[src/rtl/muldiv_pkg.sv]
// Shared types and constants for the sequential multiply/divide unit.
package muldiv_pkg;

    localparam int DefWidth = 32;
    localparam int CntWidth = $clog2(DefWidth);

    typedef enum logic [2:0] {
        IDLE,
        MULT,
        DIV,
        FIX,
        DONE
    } stateT;

endpackage

[src/rtl/muldiv_sign_fix.sv]
// Operand magnitudes at accept and signed correction of raw results at FIX.
module muldiv_sign_fix #(
    parameter int WIDTH = 32
) (
    input  logic [WIDTH-1:0] a,
    input  logic [WIDTH-1:0] b,
    input  logic             isDiv,
    input  logic             negRes,
    input  logic             negRem,
    input  logic [WIDTH-1:0] acc,
    input  logic [WIDTH-1:0] quo,
    output logic [WIDTH-1:0] absA,
    output logic [WIDTH-1:0] absB,
    output logic [WIDTH-1:0] fixHi,
    output logic [WIDTH-1:0] fixLo
);

    logic [2*WIDTH-1:0] prod;
    logic [2*WIDTH-1:0] prodFix;
    logic [WIDTH-1:0]   quoFix;
    logic [WIDTH-1:0]   remFix;

    assign absA = a[WIDTH-1] ? -a : a;
    assign absB = b[WIDTH-1] ? -b : b;

    assign prod    = {acc, quo};
    assign prodFix = negRes ? -prod : prod;
    assign quoFix  = negRes ? -quo : quo;
    assign remFix  = negRem ? -acc : acc;

    assign fixHi = isDiv ? remFix : prodFix[2*WIDTH-1:WIDTH];
    assign fixLo = isDiv ? quoFix : prodFix[WIDTH-1:0];

endmodule

[src/rtl/muldiv_unit.sv]
// Sequential signed shift-add multiply / restoring divide responder.
// MULDIV_ZERO_SKIP_EN: multiply with a zero operand jumps straight to FIX.
module muldiv_unit
    import muldiv_pkg::*;
#(
    parameter int WIDTH = DefWidth
) (
    input  logic             clock,
    input  logic             reset,
    input  logic             mult_start,
    input  logic             div_start,
    input  logic [WIDTH-1:0] a,
    input  logic [WIDTH-1:0] b,
    output logic [WIDTH-1:0] hi,
    output logic [WIDTH-1:0] lo,
    output logic             done,
    output logic             div_by_zero,
    output logic             busy
);

    localparam int CntW =
        ($clog2(WIDTH) > CntWidth) ? $clog2(WIDTH) : CntWidth;

    stateT            state;
    logic [CntW-1:0]  count;
    logic [WIDTH-1:0] acc;
    logic [WIDTH-1:0] quo;
    logic [WIDTH-1:0] mag;
    logic             isDiv;
    logic             negRes;
    logic             negRem;
    logic             zeroDiv;

    logic [WIDTH-1:0] absA;
    logic [WIDTH-1:0] absB;
    logic [WIDTH-1:0] fixHi;
    logic [WIDTH-1:0] fixLo;
    logic [WIDTH:0]   mulSum;
    logic [WIDTH:0]   shifted;
    logic [WIDTH:0]   trial;
    logic             skipZero;

`ifdef MULDIV_ZERO_SKIP_EN
    assign skipZero = (a == '0) || (b == '0);
`else
    assign skipZero = 1'b0;
`endif

    // acc holds the running high half / partial remainder; quo shifts
    // out multiplier bits or shifts in quotient bits.
    assign mulSum  = {1'b0, acc} + (quo[0] ? {1'b0, mag} : '0);
    assign shifted = {acc, quo[WIDTH-1]};
    assign trial   = shifted - {1'b0, mag};

    muldiv_sign_fix #(.WIDTH(WIDTH)) signFix (
        .a      (a),
        .b      (b),
        .isDiv  (isDiv),
        .negRes (negRes),
        .negRem (negRem),
        .acc    (acc),
        .quo    (quo),
        .absA   (absA),
        .absB   (absB),
        .fixHi  (fixHi),
        .fixLo  (fixLo)
    );

    always_ff @(posedge clock or posedge reset) begin
        if (reset) begin
            state       <= IDLE;
            count       <= '0;
            acc         <= '0;
            quo         <= '0;
            mag         <= '0;
            isDiv       <= 1'b0;
            negRes      <= 1'b0;
            negRem      <= 1'b0;
            zeroDiv     <= 1'b0;
            hi          <= '0;
            lo          <= '0;
            done        <= 1'b0;
            div_by_zero <= 1'b0;
            busy        <= 1'b0;
        end else begin
            unique case (state)
                IDLE: begin
                    acc     <= '0;
                    count   <= CntW'(WIDTH - 1);
                    negRes  <= a[WIDTH-1] ^ b[WIDTH-1];
                    negRem  <= a[WIDTH-1];
                    zeroDiv <= 1'b0;
                    if (mult_start) begin
                        state <= skipZero ? FIX : MULT;
                        busy  <= 1'b1;
                        isDiv <= 1'b0;
                        mag   <= absA;
                        quo   <= skipZero ? '0 : absB;
                    end else if (div_start) begin
                        busy  <= 1'b1;
                        isDiv <= 1'b1;
                        mag   <= absB;
                        quo   <= absA;
                        if (b == '0) begin
                            state   <= DONE;
                            zeroDiv <= 1'b1;
                        end else begin
                            state <= DIV;
                        end
                    end
                end
                MULT: begin
                    acc <= mulSum[WIDTH:1];
                    quo <= {mulSum[0], quo[WIDTH-1:1]};
                    if (count == '0) state <= FIX;
                    else count <= count - 1'b1;
                end
                DIV: begin
                    if (trial[WIDTH]) begin
                        acc <= shifted[WIDTH-1:0];
                        quo <= {quo[WIDTH-2:0], 1'b0};
                    end else begin
                        acc <= trial[WIDTH-1:0];
                        quo <= {quo[WIDTH-2:0], 1'b1};
                    end
                    if (count == '0) state <= FIX;
                    else count <= count - 1'b1;
                end
                FIX: begin
                    hi    <= fixHi;
                    lo    <= fixLo;
                    state <= DONE;
                end
                DONE: begin
                    // first DONE cycle raises the pulse, second retires it
                    if (!done) begin
                        done        <= 1'b1;
                        div_by_zero <= zeroDiv;
                    end else begin
                        done        <= 1'b0;
                        div_by_zero <= 1'b0;
                        busy        <= 1'b0;
                        state       <= IDLE;
                    end
                end
                default: state <= IDLE;
            endcase
        end
    end

endmodule
[config.mk]
export PLATFORM = sky130hd
export DESIGN_NAME = muldiv_unit
export DESIGN_NICKNAME = d
export VERILOG_FILES = /design/src/rtl/muldiv_pkg.sv /design/src/rtl/muldiv_sign_fix.sv /design/src/rtl/muldiv_unit.sv
export SDC_FILE = /design/constraint.sdc
export NUM_CORES = 1
export LEC_CHECK = 0
export ABC_AREA = 1
export BUFFER_PORTS_ARGS = -buffer_cell sky130_fd_sc_hd__buf_2
export CAP_MARGIN = 10
export CORE_MARGIN = 4
export CORE_UTILIZATION = 67
export CTS_CLUSTER_DIAMETER = 120
export CTS_CLUSTER_SIZE = 12
export DETAILED_ROUTE_END_ITERATION = 8
export PLACE_DENSITY = 0.92
export SLEW_MARGIN = 20
export SYNTH_ARGS = -nofsm -noshare
export SYNTH_HDL_FRONTEND = slang
export SYNTH_HIERARCHICAL = 1
export SYNTH_SLANG_ARGS = --single-unit
[constraint.sdc]
create_clock -name clock -period 9.1 [get_ports clock]
set_input_delay 0.455 -clock clock [delete_from_list [all_inputs] [get_ports clock]]
set_output_delay 0.455 -clock clock [all_outputs]
set_load 0.02 [all_outputs]
==> qor.txt, run 1 <==
Status: complete, no violations
Cells after Synth: 2894
Share of flip-flops with an asynchronous set or reset: 100%
Vias in the first global route: 18400
Crit-path cells: nand2_1 -> inv_1 -> ha_1 -> inv_1 -> fa_1 -> inv_1 -> nand3_1 -> nand2_1 -> a21oi_1 -> o21ai_0 -> nand3_1 -> nand2_1 -> nand2_1 -> nand3_1 -> nand3_1
I/O Buffers: 134
Post-CTS resize count: 0
Final hold vios: 0
DRT iter0 DRCs: 3246
Hold buffers post-CTS: 0
DP HPWL: 48500 um
Placed inst area: 18600 um^2
Crit-path slowest cell: dfrtp_1
DRC: 0
Crit path DAT: 3.73 ns
H-tree levels: 4
Final period util: 37.4%
Worst-margin pin slew: 1.20 ns
Die ar.: 29300 um^2
Syn Nets: 3034
Sinks on the clock net: 175
Cell family with most CP delay: flip-flops
Synth area leader: dfrtp_1
Post-route ant nets: 0
Sequential fraction of the synthesis area: 24.6%
Max-slew violation count: 0
Die X: 171 um
Critical Path Fanout Max: 35
Clock Power Share: 9.9%
Power Total: 7.80 mW
Clock latency on the worst-skew pair: 0.46 ns
Gate power share: 69.1%
Initial antenna violation count: 0
Critical Path Source Type: register
Drt total wl: 61200 um
# rows: 59
Die height: 171 um
Leak Pwr: 10.4 nW
Vias per cell: 6.08
Worst path bufs/invs: 3
RSZ-0062 raised after global routing: false
Cell count along the critical path: 15
Top Ports: 135
CTS tree: yes
GRT Overall Usage: 40.4%
Setup TNS: 0 ns
Switching share of power: 57.5%
# Post-CTS Setup Buffers: 0
Power density over cell area: 406 nW/um^2
Post-synth top flop: dfrtp_1
Netlist area before placement: 17800 um^2
Design area: 19200 um^2
GP Congestion: 1.07
Drt first pass iters: 7
Core ar.: 26100 um^2
Post-synth EDFFs: 0
GRT overflow: 0
Fmax: 294 MHz
Dominant cells by area after synthesis: dfrtp_1 25%, nand2_1 19%, inv_1 9.9%, nand3_1 6.5%, nor2_1 5.4%
Register bit total from synthesis: 175
Diode count: 0
Slew margin rel.: 20.2%
Post-route minimum period: 3.40 ns
Post-synth top area share: 24.6%
Clk buf depth: 2
Yosys warnings: 6
Max Cap Viol: 0
Reg power frac: 21.0%
R2R cell count: 15
TritonCTS Buffers: 17
Maximum resistive drop on vdd: 0.248 mV
Clk_skew: 0.0140 ns
Post-layout nets: 3110
Internal power: 3.32 mW
Largest net degree at the start of global routing: 133
Initial core utilization: 68.2%
Layout cells sized above 1: 10.5%
Synth unique cells: 53
DR vias: 20200
Worst Setup End Kind: register
Largest stage delay, worst path: 1.14 ns
Clock-pin slew on the worst setup and hold paths: 0.09 ns
Worst min path class: input pin to asynchronous set/reset pin
Area growth syn-to-layout: 7.94%
Per-cell routed wire length: 18.5 um
Setup violators final: 0
Switching power total: 4.49 mW
Clock root buffer: clkbuf_16
First-pass GRT wire length: 94000 um
Mean cell area of the mapped netlist: 6.15 um^2
CP Class: register to register
Critical Path RT: 9.43 ns
==> flip-flops by register name, summed over array words and instances (netlist names) <==
signal,cells
lo,32
mag,32
busy,1
count,5
isDiv,1
quo,32
zeroDiv,1
div_by_zero,1
done,1
acc,32
hi,32
state,3
negRes,1
negRem,1
==> power by group through the flow <==
stage	sequential (mW)	clock, mW	combinational (mW)
floorplan	1.60	0	3.77
global placement	1.58	0	5.01
detailed placement	1.62	0	5.17
CTS	1.60	0.771	5.22
global route	1.66	0.802	5.92
finish	1.64	0.775	5.39
==> cell usage in the layout, fill, tap and decap left out, types with 3 or more instances in the layout <==
cell	instances
nand2_1	898
inv_1	469
nor2_1	256
nand3_1	231
o21ai_0	189
dfrtp_1	174
buf_2	133
a21oi_1	102
ha_1	70
mux2_2	64
xor2_1	63
xnor2_1	37
o211ai_1	30
nand3b_1	30
o22ai_1	21
nand4_1	21
nor3_1	18
clkbuf_16	17
nand2_2	14
nor2_2	13
nor4_1	13
o221ai_1	9
o21ai_1	9
inv_2	7
or2_2	7
a21o_1	6
clkinv_8	6
buf_4	6
o21ai_2	6
nor2_4	5
nor3_2	5
o21bai_1	5
a31oi_1	5
nand2_4	4
nand3_2	4
inv_6	3
inv_12	3
o21ai_4	3
==> metrics by stage <==
step	hold slack (ns)	utilization (%)	instances	worst slack, ns
final	0.239	73.6	3318	5.70
after global routing	0.327	73.6	3318	5.47
after detailed placement	0.488	71.1	3285	5.78
after global placement	0.481	71.1	3285	5.93
after CTS	0.275	73.5	3317	5.80
after floorplan	0.468	-	2894	3.90
==> path summary, 6_finish.rpt <==
path / startpoint / to / slack (ns)
worst max-delay path: quo[0] / acc[21] / 5.70
worst min-delay path: reset / lo[2] / 0.24
worst max register to register: quo[0] / acc[21] / 5.70
worst min register to register: hi[25] / hi[25] / 0.50
max in group asynchronous: reset / acc[29] / 7.37
min in group clock: div_start / zeroDiv / 0.36
==> worst reg2reg max path: cells and delay by family, from the launching register on <==
kind,cells,cell delay [ns]
DFF,1,1.14
adders and majority gates,2,0.54
buffers and inverters,3,0.26
AOI/OAI and AO/OA,2,0.56
and+or+nand+nor,8,0.79
==> per-layer routing <==
layer  vias up  track usage, %  part of all wire [%]
met3       254            8.62                    12
met2      1511            64.4                    44
li1       9342               -                     -
met4         0            17.9                   5.2
met1      9059            52.9                    38
met5         -               0                     0
==> cells by family (layout without fill, tap and decap cells) <==
logic type | count (synthesis) | count (layout) | synth area share (%)
AND/OR/NAND/NOR | 1527 | 1527 | 36.5
AO/OA/AOI/OAI | 395 | 395 | 12.6
XOR/XNOR | 100 | 100 | 4.92
flip-flops | 175 | 175 | 24.6
adder cells (fa/ha/maj) | 72 | 72 | 5.14
multiplexers | 64 | 64 | 4.05
buffers and inverters | 561 | 650 | 12.3
==> final cells by class <==
class                   count  area [um^2]
clock buffers              17          425
clock inverters            15          203
fillers                  2197         6910
inverters                 478         1800
multi-input cells        2158        11300
flip-flops and latches    175         4380
well taps                 335          419
repair buffers            140          731
==> synthesized netlist by cell type (3+ instances only) <==
library cell,number
nor4_1,13
o211ai_1,30
o21bai_1,5
mux2_2,64
a21oi_1,102
nand2_2,13
o21ai_4,3
nor2_2,14
o21ai_1,9
or2_2,7
buf_4,5
nor3_2,5
xor2_1,63
buf_1,6
o21ai_2,6
inv_2,7
a31oi_1,5
nand3_2,4
clkbuf_1,43
a21o_1,6
nand3b_1,30
buf_6,3
buf_2,25
dfrtp_1,175
o22ai_1,21
xnor2_1,37
ha_1,70
nand3_1,231
nand2_4,4
nor2_1,256
o21ai_0,189
o221ai_1,9
nor2_4,4
nor3_1,19
nand4_1,21
nand2_1,899
inv_1,470
(Power assumes the default switching activity.)
==> run 2, diff against run 1 <==
--- a/config.mk
+++ b/config.mk
@@ -5,15 +5,15 @@
 export SDC_FILE = /design/constraint.sdc
 export NUM_CORES = 1
 export LEC_CHECK = 0
-export ABC_AREA = 1
+export ABC_AREA = 0
 export BUFFER_PORTS_ARGS = -buffer_cell sky130_fd_sc_hd__buf_2
 export CAP_MARGIN = 10
 export CORE_MARGIN = 4
-export CORE_UTILIZATION = 67
+export CORE_UTILIZATION = 62
 export CTS_CLUSTER_DIAMETER = 120
 export CTS_CLUSTER_SIZE = 12
 export DETAILED_ROUTE_END_ITERATION = 8
-export PLACE_DENSITY = 0.92
+export PLACE_DENSITY = 0.87
 export SLEW_MARGIN = 20
 export SYNTH_ARGS = -nofsm -noshare
 export SYNTH_HDL_FRONTEND = slang
==> constraint.sdc (replaced) <==
create_clock -name clock -period 3.6 [get_ports clock]
set_input_delay 0.18 -clock clock [delete_from_list [all_inputs] [get_ports clock]]
set_output_delay 0.18 -clock clock [all_outputs]
set_load 0.02 [all_outputs]
==> run 2 against run 1 <==
Via count fell by 24%. Design area fell by 10%. Count of clock-buffer cells in the layout stayed put. Sequential power rose by 140%. Register-to-register slack worse by 5.5 ns. Sequential share of layout area is 2.7 points higher. Wire length shrank 20%. Die area is 6.5% lower. Highest routed layer unchanged.
==> qor.txt, run 2 <==
Top Ports: 135
Yosys warnings: 6
Clock root buffer: clkbuf_16
Commonest non-fill, non-tap cells in the layout: 190 x o21ai_0, 177 x nand2_1, 173 x dfrtp_1, 133 x buf_2, 132 x xnor2_1
Worst Setup End Kind: register
Max Cap Viol: 0
Adder-Cell Fraction of Synth Area: 5.97%
Cells after Synth: 1860
R2R cell count: 14
Critical Path Fanout Max: 13
Switching share of power: 50.9%
# rows: 57
Setup TNS: 0 ns
Most common cell after layout, fill and taps aside: o21ai_0
Most used cell, CP: inv_1
Clk buf depth: 2
Cell count along the critical path: 14
Worst path bufs/invs: 3
Synth top cells by count: 190 x o21ai_0, 177 x nand2_1, 175 x dfrtp_1
Mean cell area of the mapped netlist: 8.25 um^2
Post-synth top flop: dfrtp_1
Post-layout nets: 2117
CTS tree: yes
DR vias: 15300
Power density over cell area: 960 nW/um^2
# Post-CTS Setup Buffers: 0
DRT iter0 DRCs: 1701
Crit path DAT: 3.75 ns
Synth area leader: dfrtp_1
H-tree levels: 4
Core ar.: 24300 um^2
Die ar.: 27300 um^2
Post-Route Utilization: 70.8%
Synth unique cells: 78
Largest stage delay, worst path: 0.43 ns
Post-route minimum period: 3.42 ns
Clock-pin slew on the worst setup and hold paths: 0.08 ns
Netlist area before placement: 15400 um^2
Vias in the first global route: 14100
Share of flip-flops with an asynchronous set or reset: 100%
Post-route ant nets: 0
Die X: 165 um
I/O Buffers: 134
Post-synth top area share: 28.5%
Cell with the most instances after synthesis: o21ai_0
Drt total wl: 48900 um
Internal power: 8.12 mW
First-pass GRT wire length: 76100 um
DP HPWL: 36900 um
Critical Path RT: 3.93 ns
DR top layer: met4
Multi-input combinational cell area: 10200 um^2
Initial antenna violation count: 1
Met3 routed WL: 4910 um
Hold Path Depth: 3
Die height: 165 um
Gate power share: 63.8%
Worst-margin pin slew: 0.936 ns
Worst min path class: input pin to register
Reg power frac: 24.1%
Crit-path slowest cell: fa_1
CP Class: register to register
Slew margin rel.: 37.4%
Dominant cells by area after synthesis: dfrtp_1 29%, xnor2_1 7.5%, o21ai_0 6.2%, mux2i_1 5.8%, ha_1 5.7%
Register bit total from synthesis: 175
Post-synthesis compound-gate area fraction: 22.6%
Dpl ws: 0.233 ns
Largest family of logic cells by synthesized area: compound AO/OA/AOI/OAI gates
Vias per cell: 6.59
Synth Area in XOR/XNOR: 10.3%
Sequential fraction of the synthesis area: 28.5%
Setup ws final: 0.177 ns
Routed wl met2: 22300 um
Mux contribution to synthesized area: 10.8%
Fmax: 292 MHz
Largest net degree at the start of global routing: 86
Final period util: 95.1%
Critical Path Source Type: register
Crit-path cells: inv_1 -> ha_1 -> inv_1 -> fa_1 -> a211oi_1 -> o21a_1 -> a211oi_2 -> o21ai_2 -> o21ai_4 -> a21oi_4 -> xnor2_4 -> buf_12 -> mux2i_1 -> o21ai_0
Sinks on the clock net: 175
Max-slew violation count: 0
Clock latency on the worst-skew pair: 0.46 ns
Post-synth EDFFs: 0
Simple-gate portion of the synthesized area: 16.9%
DRC: 0
M1 WL: 18600 um
Cell family with most CP delay: compound AO/OA/AOI/OAI gates
GP Congestion: 1.00
Area growth syn-to-layout: 12.2%
Clk_skew: 0.0161 ns
Worst Hold Slack: 0.0413 ns
Switching power total: 8.42 mW
TritonCTS Buffers: 17
Register area: 4380 um^2
GRT overflow: 0
GRT Overall Usage: 35.3%
Per-cell routed wire length: 21.1 um
Filler cells: 1898
Clock Power Share: 12.1%
Layout cells sized above 1: 16.6%
RSZ-0062 raised after global routing: false
Status: complete, no violations
Leak Pwr: 7.59 nW
Maximum resistive drop on vdd: 0.617 mV
Drt first pass iters: 5
Syn Nets: 2000
Final hold vios: 0
Initial core utilization: 63.1%
Setup violators final: 0
[run 2: what timing repair did]
| action | in CTS | in global routing |
|---|---|---|
| hold buffers | 1 | 0 |
| gates resized for setup | 0 | 1 |
| endpoints found under the setup margin | 0 | 1 |
| endpoints found under the hold margin | 38 | 0 |
[run 2: cell type report]
class | count | share of cell area [%]
Clock inverter | 15 | 1.26
Timing Repair Buffer | 196 | 6.99
Antenna cell | 1 | 0.0145
Multi-Input combinational cell | 1496 | 59.5
Sequential cell | 175 | 25.4
Inverter | 91 | 2.00
Tap cell | 324 | 2.35
Clock buffer | 17 | 2.47
[run 2: worst paths after layout]
kind,startpoint,end,slack [ns]
max,quo[31],acc[12],0.18
min reg2reg,zeroDiv,zeroDiv,0.50
max reg2reg,quo[31],acc[12],0.18
max in group asynchronous,reset,acc[16],2.14
min in group asynchronous,reset,quo[10],0.48
min,div_start,zeroDiv,0.04
[run 2: metrics by stage]
stage	cells	power, mW	area [um^2]
floorplan	1860	11.2	15400
global placement	2281	13.9	16600
detailed placement	2281	14.2	16600
CTS	2314	16.3	17200
global route	2314	17.7	17200
finish	2315	16.5	17200
[run 2: logic make-up after synthesis]
logic type | after synthesis
compound gates | 561
fa+ha+maj | 72
simple gates | 527
xor+xnor | 179
mux | 157
flops | 175
buf+inv | 189
[run 2: per-layer routing]
metal,global-route usage (%),up-vias
met5,0,-
met4,19.2,0
met3,6.43,183
met2,56.3,945
met1,45.4,7111
li1,-,7022
[run 2: power groups by stage]
stage	registers [mW]	logic, mW	clock network, mW
2_1_floorplan	4.08	7.17	0
3_3_place_gp	3.92	9.98	0
3_5_place_dp	3.96	10.3	0
4_1_cts	3.93	10.4	2.00
5_1_grt	4.06	11.5	2.08
6_report	3.98	10.6	2.00
[run 2: worst reg2reg max path: cells and delay by family, from the launching register on]
kind	cells	cell delay (ns)
compound gates	7	1.41
mux	1	0.24
flops	1	0.38
buf+inv	3	0.38
xor+xnor	1	0.30
fa+ha+maj	2	0.59
==> run 3, diff against run 2 <==
--- a/config.mk
+++ b/config.mk
@@ -6,14 +6,15 @@
 export NUM_CORES = 1
 export LEC_CHECK = 0
 export ABC_AREA = 0
-export BUFFER_PORTS_ARGS = -buffer_cell sky130_fd_sc_hd__buf_2
 export CAP_MARGIN = 10
 export CORE_MARGIN = 4
-export CORE_UTILIZATION = 62
+export CORE_UTILIZATION = 66
+export CTS_BUF_LIST = sky130_fd_sc_hd__clkbuf_4 sky130_fd_sc_hd__clkbuf_8 sky130_fd_sc_hd__clkbuf_16
 export CTS_CLUSTER_DIAMETER = 120
 export CTS_CLUSTER_SIZE = 12
 export DETAILED_ROUTE_END_ITERATION = 8
-export PLACE_DENSITY = 0.87
+export DONT_BUFFER_PORTS = 1
+export PLACE_DENSITY = 0.86
 export SLEW_MARGIN = 20
 export SYNTH_ARGS = -nofsm -noshare
 export SYNTH_HDL_FRONTEND = slang
==> run 3 against run 2 <==
Cell count down 6.0%. Wire length decreased by 0.16%. Die area down 5.8%. Sequential power is 13% higher. Sequential share of layout area is 0.97 points higher. Clock power about the same. Maximum frequency down 1.1%. First-iteration DRC count increased by 8.8%. Critical endpoint is now acc[11]. Largest cell class unchanged. Largest power group unchanged.
==> qor.txt, run 3 (synthesis gave the netlist of run 2 again) <==
Post-layout nets: 1991
GRT overflow: 0
Setup ws final: 0.139 ns
Core ar.: 22800 um^2
DRC: 0
DRT iter0 DRCs: 1851
Initial core utilization: 67.4%
Inst Count DP: 2135
Power density over cell area: 976 nW/um^2
Clock root buffer: clkbuf_16
Crit path DAT: 3.79 ns
Die X: 161 um
Sinks on the clock net: 175
Clock Power Share: 12.5%
Final hold vios: 0
Per-cell routed wire length: 22.4 um
Die ar.: 25800 um^2
Clock latency on the worst-skew pair: 0.45 ns
Slew margin rel.: 30.4%
Internal power: 7.87 mW
H-tree levels: 4
Gate power share: 59.8%
Area growth syn-to-layout: 8.11%
Worst Hold Slack: 0.0166 ns
Dpl ws: 0.157 ns
Worst-margin pin slew: 1.04 ns
Worst min path class: input pin to register
GRT Overall Usage: 36.9%
DR vias: 14900
Most common cell after layout, fill and taps aside: o21ai_0
Initial antenna violation count: 0
Critical Path Fanout Max: 10
Leak Pwr: 7.09 nW
Critical Path Source Type: register
Post-route minimum period: 3.46 ns
Fmax: 289 MHz
Drt total wl: 48800 um
Post-route ant nets: 0
Max-slew violation count: 0
Maximum resistive drop on vdd: 0.744 mV
Status: complete, no violations
Drt first pass iters: 6
Commonest non-fill, non-tap cells in the layout: 190 x o21ai_0, 177 x nand2_1, 172 x dfrtp_1, 132 x xnor2_1, 117 x a21oi_1
TritonCTS Buffers: 17
Setup violators final: 0
Reg power frac: 27.8%
# rows: 55
CP Class: register to register
Setup TNS: 0 ns
Layout cells sized above 1: 10.8%
Die height: 161 um
Top Ports: 135
Layout Cells excl Fill: 2177
Final period util: 96.1%
Switching share of power: 51.4%
Diode count: 0
DP HPWL: 35900 um
Clk buf depth: 2
Clk_skew: 0.0174 ns
First-pass GRT wire length: 77000 um
Power Total: 16.2 mW
RSZ-0062 raised after global routing: false
Largest net degree at the start of global routing: 76
GP Congestion: 1.02
Switching power total: 8.32 mW
Vias per cell: 6.86
Vias in the first global route: 14300
Critical Path RT: 3.92 ns
I/O Buffers: 0
Clock-pin slew on the worst setup and hold paths: 0.08 ns
Max Cap Viol: 0
Worst Setup End Kind: register
CTS tree: yes
[run 3: final timing paths]
kind                       startpoint  endpoint  slack (ns)  depth (start not counted)
min reg2reg                   zeroDiv   zeroDiv        0.50                          2
max reg2reg                   quo[31]   acc[11]        0.14                         14
min                        mult_start   mag[31]        0.02                          2
max                           quo[31]   acc[11]        0.14                         14
min in group asynchronous       reset    lo[13]        0.43                          2
max in group asynchronous       reset     hi[0]        2.19                          3
[run 3: layer usage]
| metal | GRT usage [%] | share of wire [%] | vias to the layer above |
|---|---|---|---|
| met1 | 45.3 | 37 | 7018 |
| li1 | - | - | 6765 |
| met3 | 9.49 | 11 | 228 |
| met5 | 0 | 0 | - |
| met4 | 20.7 | 6.6 | 0 |
| met2 | 59.2 | 46 | 926 |
[run 3: repair_timing]
item	in CTS	in global routing
hold endpoints to repair	43	0
gates resized for setup	0	3
buffers inserted	0	4
setup endpoints to repair	0	16
hold buffers	5	0
[run 3: worst max-delay path: stages, from the launching register on]
cell,delay (ns)
dfrtp_1,0.38
inv_1,0.08
ha_1,0.16
inv_1,0.05
fa_1,0.43
a211oi_1,0.31
o21a_1,0.28
a211oi_2,0.11
o21ai_2,0.28
o21ai_4,0.15
a21oi_4,0.23
xnor2_4,0.28
clkbuf_16,0.30
mux2i_1,0.19
o21ai_0,0.08
[run 3: area by class of cell]
class / count / area, um^2
repair buffers: 70 / 581
inverters: 91 / 345
fillers: 1653 / 6180
flip-flops and latches: 175 / 4380
well taps: 313 / 392
clock inverters: 15 / 220
clock buffers: 17 / 425
multi-input cells: 1496 / 10200
[run 3: through the flow]
step           cell area, um^2  utilization [%]
3_5_place_dp             15800             69.5
4_1_cts                  16500             72.6
5_1_grt                  16600             72.9
6_report                 16600             72.9
3_3_place_gp             15800             69.5
2_1_floorplan            15400                -
[run 3: power groups by stage]
| stage | clock network, mW | registers [mW] | logic (mW) |
|---|---|---|---|
| final | 2.02 | 4.50 | 9.68 |
| after global routing | 2.10 | 4.58 | 10.6 |
| after CTS | 2.02 | 4.45 | 9.38 |
| after detailed placement | 0 | 4.48 | 9.26 |
| after global placement | 0 | 4.45 | 8.94 |
| after floorplan | 0 | 4.08 | 7.17 |
